[config.mk]
export PLATFORM = sky130hd
export DESIGN_NAME = branch_history_table
export DESIGN_NICKNAME = d
export VERILOG_FILES = /design/src/rtl/branch_history_table_pkg.sv /design/src/rtl/branch_history_table_sat_counter2.sv /design/src/rtl/branch_history_table.sv
export SDC_FILE = /design/constraint.sdc
export NUM_CORES = 1
export LEC_CHECK = 0
export CAP_MARGIN = 20
export CORE_MARGIN = 8
export CORE_UTILIZATION = 51
export DETAILED_ROUTE_END_ITERATION = 6
export PLACE_DENSITY = 0.84
export SKIP_LAST_GASP = 1
export SLEW_MARGIN = 20
export SYNTH_ARGS = -nofsm -noshare
export SYNTH_HDL_FRONTEND = slang
export SYNTH_SLANG_ARGS = --single-unit
[constraint.sdc]
create_clock -name clk -period 3.9 [get_ports clk]
set_input_delay 0.975 -clock clk [delete_from_list [all_inputs] [get_ports clk]]
set_output_delay 0.975 -clock clk [all_outputs]
set_load 0.03 [all_outputs]
[src/rtl/branch_history_table_pkg.sv]
// Shared constants and counter encodings for the branch pattern history table.
// The 2-bit counter meaning: 0x = predict fall-through, 1x = predict taken.
package branch_history_table_pkg;

    localparam int ADDR_SIZE      = 32;
    localparam int BHT_INDEX_BITS = 6;

    typedef enum logic [1:0] {
        STATE_SNT = 2'b00,
        STATE_WNT = 2'b01,
        STATE_WT  = 2'b10,
        STATE_ST  = 2'b11
    } bht_state_e;

    localparam bht_state_e BHT_INIT_STATE = STATE_WNT;

endpackage

[src/rtl/branch_history_table_sat_counter2.sv]
// Next-state function of a 2-bit saturating counter, shared by the array write
// and the read bypass so the two can never disagree.
module sat_counter2
    import branch_history_table_pkg::*;
(
    input  logic [1:0] cur,
    input  logic       taken,
    output logic [1:0] nxt
);

    always_comb begin
        nxt = cur;
        if (taken) begin
            if (cur != STATE_ST) begin
                nxt = cur + 2'd1;
            end
        end else begin
            if (cur != STATE_SNT) begin
                nxt = cur - 2'd1;
            end
        end
    end

endmodule

[src/rtl/branch_history_table.sv]
// Untagged pattern history table of 2-bit counters indexed by pc[INDEX_BITS+1:2],
// with a same-cycle update bypass and saturating branch/mispredict statistics.
module branch_history_table
    import branch_history_table_pkg::*;
#(
    parameter int INDEX_BITS = BHT_INDEX_BITS,
    parameter int STAT_WIDTH = 32
) (
    input  logic                  clk,
    input  logic                  rstn,
    input  logic [ADDR_SIZE-1:0]  rd_pc,
    output logic [1:0]            rd_state,
    input  logic                  upd_valid,
    input  logic [ADDR_SIZE-1:0]  upd_pc,
    input  logic                  upd_taken,
    input  logic                  upd_mispredict,
    output logic [STAT_WIDTH-1:0] stat_branches,
    output logic [STAT_WIDTH-1:0] stat_mispredicts
);

    localparam int ENTRIES = 1 << INDEX_BITS;
    localparam logic [STAT_WIDTH-1:0] STAT_MAX = '1;

    // Update handshake: upd_valid has no ready; every cycle with upd_valid high
    // (and rstn high) is accepted and applied exactly once at that rising edge.

    // Flop array rather than RAM so every entry can be reset in one cycle.
    logic [1:0]            table_q [ENTRIES];
    logic [INDEX_BITS-1:0] rd_idx;
    logic [INDEX_BITS-1:0] upd_idx;
    logic [1:0]            upd_cur;
    logic [1:0]            upd_nxt;
    logic                  unused_pc_bits;

    assign rd_idx  = rd_pc[INDEX_BITS+1:2];
    assign upd_idx = upd_pc[INDEX_BITS+1:2];
    assign upd_cur = table_q[upd_idx];

    assign unused_pc_bits = ^{rd_pc[ADDR_SIZE-1:INDEX_BITS+2], rd_pc[1:0],
                              upd_pc[ADDR_SIZE-1:INDEX_BITS+2], upd_pc[1:0]};

    sat_counter2 u_upd_counter (
        .cur   (upd_cur),
        .taken (upd_taken),
        .nxt   (upd_nxt)
    );

    always_comb begin
        rd_state = STATE_SNT;
        if (rstn) begin
            if (upd_valid && (upd_idx == rd_idx)) begin
                rd_state = upd_nxt;
            end else begin
                rd_state = table_q[rd_idx];
            end
        end
    end

    always_ff @(posedge clk) begin
        if (!rstn) begin
            for (int i = 0; i < ENTRIES; i++) begin
                table_q[i] <= BHT_INIT_STATE;
            end
        end else if (upd_valid) begin
            table_q[upd_idx] <= upd_nxt;
        end
    end

    // Statistics saturate at all-ones instead of wrapping.
    always_ff @(posedge clk) begin
        if (!rstn) begin
            stat_branches    <= '0;
            stat_mispredicts <= '0;
        end else if (upd_valid) begin
            if (stat_branches != STAT_MAX) begin
                stat_branches <= stat_branches + STAT_WIDTH'(1);
            end
            if (upd_mispredict && (stat_mispredicts != STAT_MAX)) begin
                stat_mispredicts <= stat_mispredicts + STAT_WIDTH'(1);
            end
        end
    end

endmodule

* After elaboration in Yosys (flattened, before gate mapping)
Memory sizes are Yosys's and may differ from the RTL's.
Cells that the tools add are included.
** Storage, ports and cells
- Bits in registers :: 64
- Memory bits (writable) :: 128
- Bits of input ports :: 69
- Output and inout port bits :: 66
- Memories :: 1
** Cells by class
- $add $sub $neg :: 4
- Eq/ne operators :: 4
- Mux-type cells :: 12
- Reductions and logical operators :: 6
** Memory list
- table_q :: words 64, width 2, read ports 2, clocked after memory_dff 0, wr ports 64, line branch_history_table.sv:28 : logic [1:0] table_q [ENTRIES];
** Operators with widths (count)
- $add A32 B1 Y32 const B :: 2
- $ne A32 B32 Y1 const B :: 2
- $mux W2 :: 6
- $eq A6 B6 Y1 :: 1
- $mux W6 :: 1
- $mux W1 :: 5
- $reduce_and A2 Y1 :: 2
- $add A2 B1 Y2 const B :: 1
- $logic_and A1 B1 Y1 :: 2
- $ne A2 B2 Y1 const B :: 1
- $reduce_bool A2 Y1 :: 1
- $reduce_or A2 Y1 :: 1
- $sub A2 B1 Y2 const B :: 1

* Longest topological paths before layout
An unclocked memory read counts as a cell.
- Depth in word-level cells :: 6
- Mapped depth :: 14

* By module
From an unflattened synthesis, not the netlist that was laid out.
** Unflattened totals
- Cells, all modules :: 1066
- Area total of the unflattened synthesis :: 10781.6 um^2
** Modules (own cells, without submodules)
- branch_history_table :: times used 1, cells each 1063, area an instance 10755.3 um^2, seq. area each 5124.9 um^2
- sat_counter2 :: times used 1, cells each 3, area an instance 26.3 um^2, seq. area each 0.0 um^2

* Worst setup path before layout
OpenSTA, ideal clock, no wires.
- Path kind :: in2out
- Start point :: input port upd_pc[3]
- End point :: output port rd_state[1]
- Data arrival time :: 3.127 ns
- Required time :: 2.925 ns
- Setup slack :: -0.202 ns
- Cell stages on the path :: 12
- Buffers on the path :: 4
- Path through :: buf_6 -> buf_12 -> buf_8 -> or2_1 -> o32ai_1 -> a31oi_1 -> a21oi_1 -> a21oi_1 -> and3_4 -> maj3_4 -> buf_6 -> a21oi_1
** Between the ends
- Longest elaborated chain between the ends :: 6
** RTL lines
- start: declaration :: line branch_history_table.sv:14 : input logic [ADDR_SIZE-1:0] upd_pc,
- $mem_v2 Z64 W2
- $sub A2 B1 Y2, or another cell as far along :: line branch_history_table_sat_counter2.sv:19 : nxt = cur - 2'd1;
- $mux W2, on equally long branches :: line branch_history_table_sat_counter2.sv:18, branch_history_table_sat_counter2.sv:14
- $mux W2 :: line branch_history_table_sat_counter2.sv:13 : if (taken) begin
- $mux W2 * :: line branch_history_table.sv:51 : if (upd_valid && (upd_idx == rd_idx)) begin
- $mux W2 * :: line branch_history_table.sv:50 : if (rstn) begin
- end: declaration :: line branch_history_table.sv:12 : output logic [1:0] rd_state,
Mark *: on every way between the ends. The rest lies on a longest branch, timed or not.

* Final worst setup path
- Start point :: input port rd_pc[2]
- End point :: output port rd_state[0]
** Between the ends
- Longest elaborated chain between the ends :: 4
** RTL lines
- start: declaration :: line branch_history_table.sv:11 : input logic [ADDR_SIZE-1:0] rd_pc,
- branches (longest 2 deep; another with $mem_v2 Z64 W2)
- $mux W2 * :: line branch_history_table.sv:51
- $mux W2 * :: line branch_history_table.sv:50
Every way passes the cells marked *.

==> flow_summary.ini <==
[cells_and_area]
fillers = 1615
syn2layout_area_growth_pct = 20.6
final_area_mm2 = 0.0134
drive_gt1_share_pct = 24.9
antenna_cells = 0
fin_cells = 1433
fin_nets = 1211

[synth]
synth_cell_types = 72
synth_commonest_cells = edfxtp_1 (128), nand2_1 (103), nand3_1 (71)
synth_area_leaders = edfxtp_1 (35%), dfxtp_1 (12%), mux4_2 (10%), nor3_2 (3.6%), nand2_1 (3.5%)
ys.flop_type = edfxtp_1
synth_cells = 1026
synth_seq_cells = 192
async_flop_share_pct = 0
syn-num-nets = 1097
syn_area_mm2 = 0.0111
yosysSeqAreaShare_pct = 46.1
synth_edf_count = 128
synth_top_area_share_pct = 34.5
avgSynthCellArea_um2 = 10.8
ys_warn_count = 0
yosysMostFrequentCell = edfxtp_1
synth_top_area_cell = edfxtp_1

[outcome]
status = finished with violations
violations = negative setup slack

[cts]
clk_path_buf_depth = 2
clk_latency_ns = 0.45
cts_root_buf = clkbuf_16
cts.sinks = 192
h-tree-depth = 4
cts_made_buffers = 17
path_clk_slew_ns = 0.08
cts_tree = done
holdBufCountCts = 0

[placed_design]
io_buffers = 82
place_inst = 1397
dp_hpwl_um = 20900
place_area_mm2 = 0.0126
gp_congestion = 0.948

[sta]
finalHoldViolCount = 0
relSlewSlack_pct = 30.7
tightestPinTransition_ns = 1.04
fin_tns_setup_ns = -0.419
setup_ws_ns = -0.254
grt_setup_unrepaired = yes
clock_skew_ns = 0.0132
setup_viol = 2
period_needed_ns = 4.15
max_freq_mhz = 241
slew_viol_final = 0
fin_crit_sh_pct = 107

[setup_path]
cpPeakStageDelay_ns = 0.54
crit_slowest_cell = mux4_2
critical_path_class = input pin to primary output
r2r_start = table_q[5][1]$_SDFFCE_PN0P_
cp-end-kind = primary output
start_kind = input pin
startpoint = rd_pc[2]
crit_chain = buf_12 > buf_6 > mux4_2 > mux4_2 > mux2i_1 > o21ai_2 > o221a_4 > buf_6
path_max_fanout = 10
critPathRequiredTime_ns = 2.92
critPathArrivalTime_ns = 3.18

[grt]
antenna_found_initial = 0
grt_pass1_vias = 8983
grt_pass1_wl_um = 48100
groute.usage.overall_pct = 23.0
grt_max_degree = 97
grt_overflow = 0

[floorplan]
initial_utilization_pct = 51.5
fp.dieH_um = 164
core-area_mm2 = 0.0216
rows = 54
dieArea_mm2 = 0.0268
fp.dieW_um = 164
io_pins = 135

[drt]
firstDrtPassIters = 6
wire_per_inst_um = 21.5
ant_nets = 0
routed_wl_um = 30700
vias = 9078
drcViolationCount = 0
drt-initial-drc-count = 1094
viasPerCell = 6.33

[power_and_ir_drop]
powerDensity_mw_per_mm2 = 345
ir_drop_v = 0.000319
totalPowerFinal_mw = 4.63
p_leak_nw = 4.36

[job]
cap_violations = 0

[hold_path]
holdCritStartpoint = stat_mispredicts[1]$_SDFFE_PN0P_
min_path_type = register to register
[metal layers]
metal | vias to the layer above | wire (um) | track usage (%)
met5 | - | 0 | 0
met4 | 0 | 1490 | 12.7
met3 | 132 | 2810 | 6.17
met2 | 494 | 15200 | 38.0
met1 | 4439 | 11200 | 27.0
li1 | 4013 | - | -
[path summary, 6_finish.rpt]
check	end	slack, ns	depth (start not counted)
worst max register to register	table_q[17][1]$_SDFFCE_PN0P_	0.61	8
worst min-delay path	stat_mispredicts[1]$_SDFFE_PN0P_	0.50	2
worst min register to register	stat_mispredicts[1]$_SDFFE_PN0P_	0.50	2
worst max-delay path	rd_state[0]	-0.25	8
[report_power, final]
part	internal [mW]	total [mW]	switching, mW
Sequential	2.20	2.23	0.0260
Clock	0.900	1.77	0.872
Combinational	0.254	0.635	0.381
Total	3.35	4.63	1.28
[state kept, by name, indices dropped and copies added, names as in the netlist]
name              cells
table_q             128
stat_mispredicts     32
stat_branches        32
[final cells by class]
class | count | area [um^2] | area share [%]
clock inverters | 14 | 150 | 1.12
inverters | 17 | 63.8 | 0.475
flip-flops and latches | 192 | 5120 | 38.2
clock buffers | 18 | 450 | 3.36
multi-input cells | 727 | 5520 | 41.1
repair buffers | 185 | 1760 | 13.1
well taps | 280 | 350 | 2.61
[through the flow]
| stage | setup WS [ns] | hold WS (ns) | util (%) |
|---|---|---|---|
| after floorplan | 0.0121 | 0.608 | - |
| after global placement | -0.468 | 0.486 | 58.2 |
| after detailed placement | -0.452 | 0.495 | 58.2 |
| after CTS | -0.172 | 0.507 | 61.6 |
| after global routing | -0.313 | 0.538 | 62.1 |
| final | -0.254 | 0.502 | 62.1 |
[logic make-up (layout without fill, tap and decap cells)]
| logic type | after synthesis | after routing | synth area share, % |
|---|---|---|---|
| DFF | 192 | 192 | 46.1 |
| buffers and inverters | 107 | 234 | 5.51 |
| AOI/OAI and AO/OA | 152 | 152 | 8.52 |
| adders and majority gates | 4 | 4 | 0.472 |
| xor gates and xnor gates | 52 | 52 | 4.09 |
| and+or+nand+nor | 437 | 437 | 22.3 |
| muxes | 82 | 82 | 13.1 |
[worst max-delay path, delay by kind of cell]
kind,cells,cell delay (ns)
compound gates,2,0.41
buf+inv,3,0.44
mux,3,1.33
[timing repair]
action	in CTS	in global routing
gates resized for setup	30	21
pin swaps	3	7
endpoints found under the setup margin	2	3
cloned	3	0
buffers inserted	1	0
[layout by cell type, fill, tap and decap left out, drive strengths merged, types with 49 or more instances in the layout]
cell | synthesis | layout
o21ai | 77 | 77
nand2 | 103 | 103
nor3 | 62 | 62
and2 | 49 | 49
dfxtp | 64 | 64
nor2 | 58 | 58
nand3 | 71 | 71
mux4 | 50 | 50
buf | 43 | 110
edfxtp | 128 | 128
clkdlybuf4s50 | 0 | 71
No activity file was read; power rests on OpenSTA's default activity.
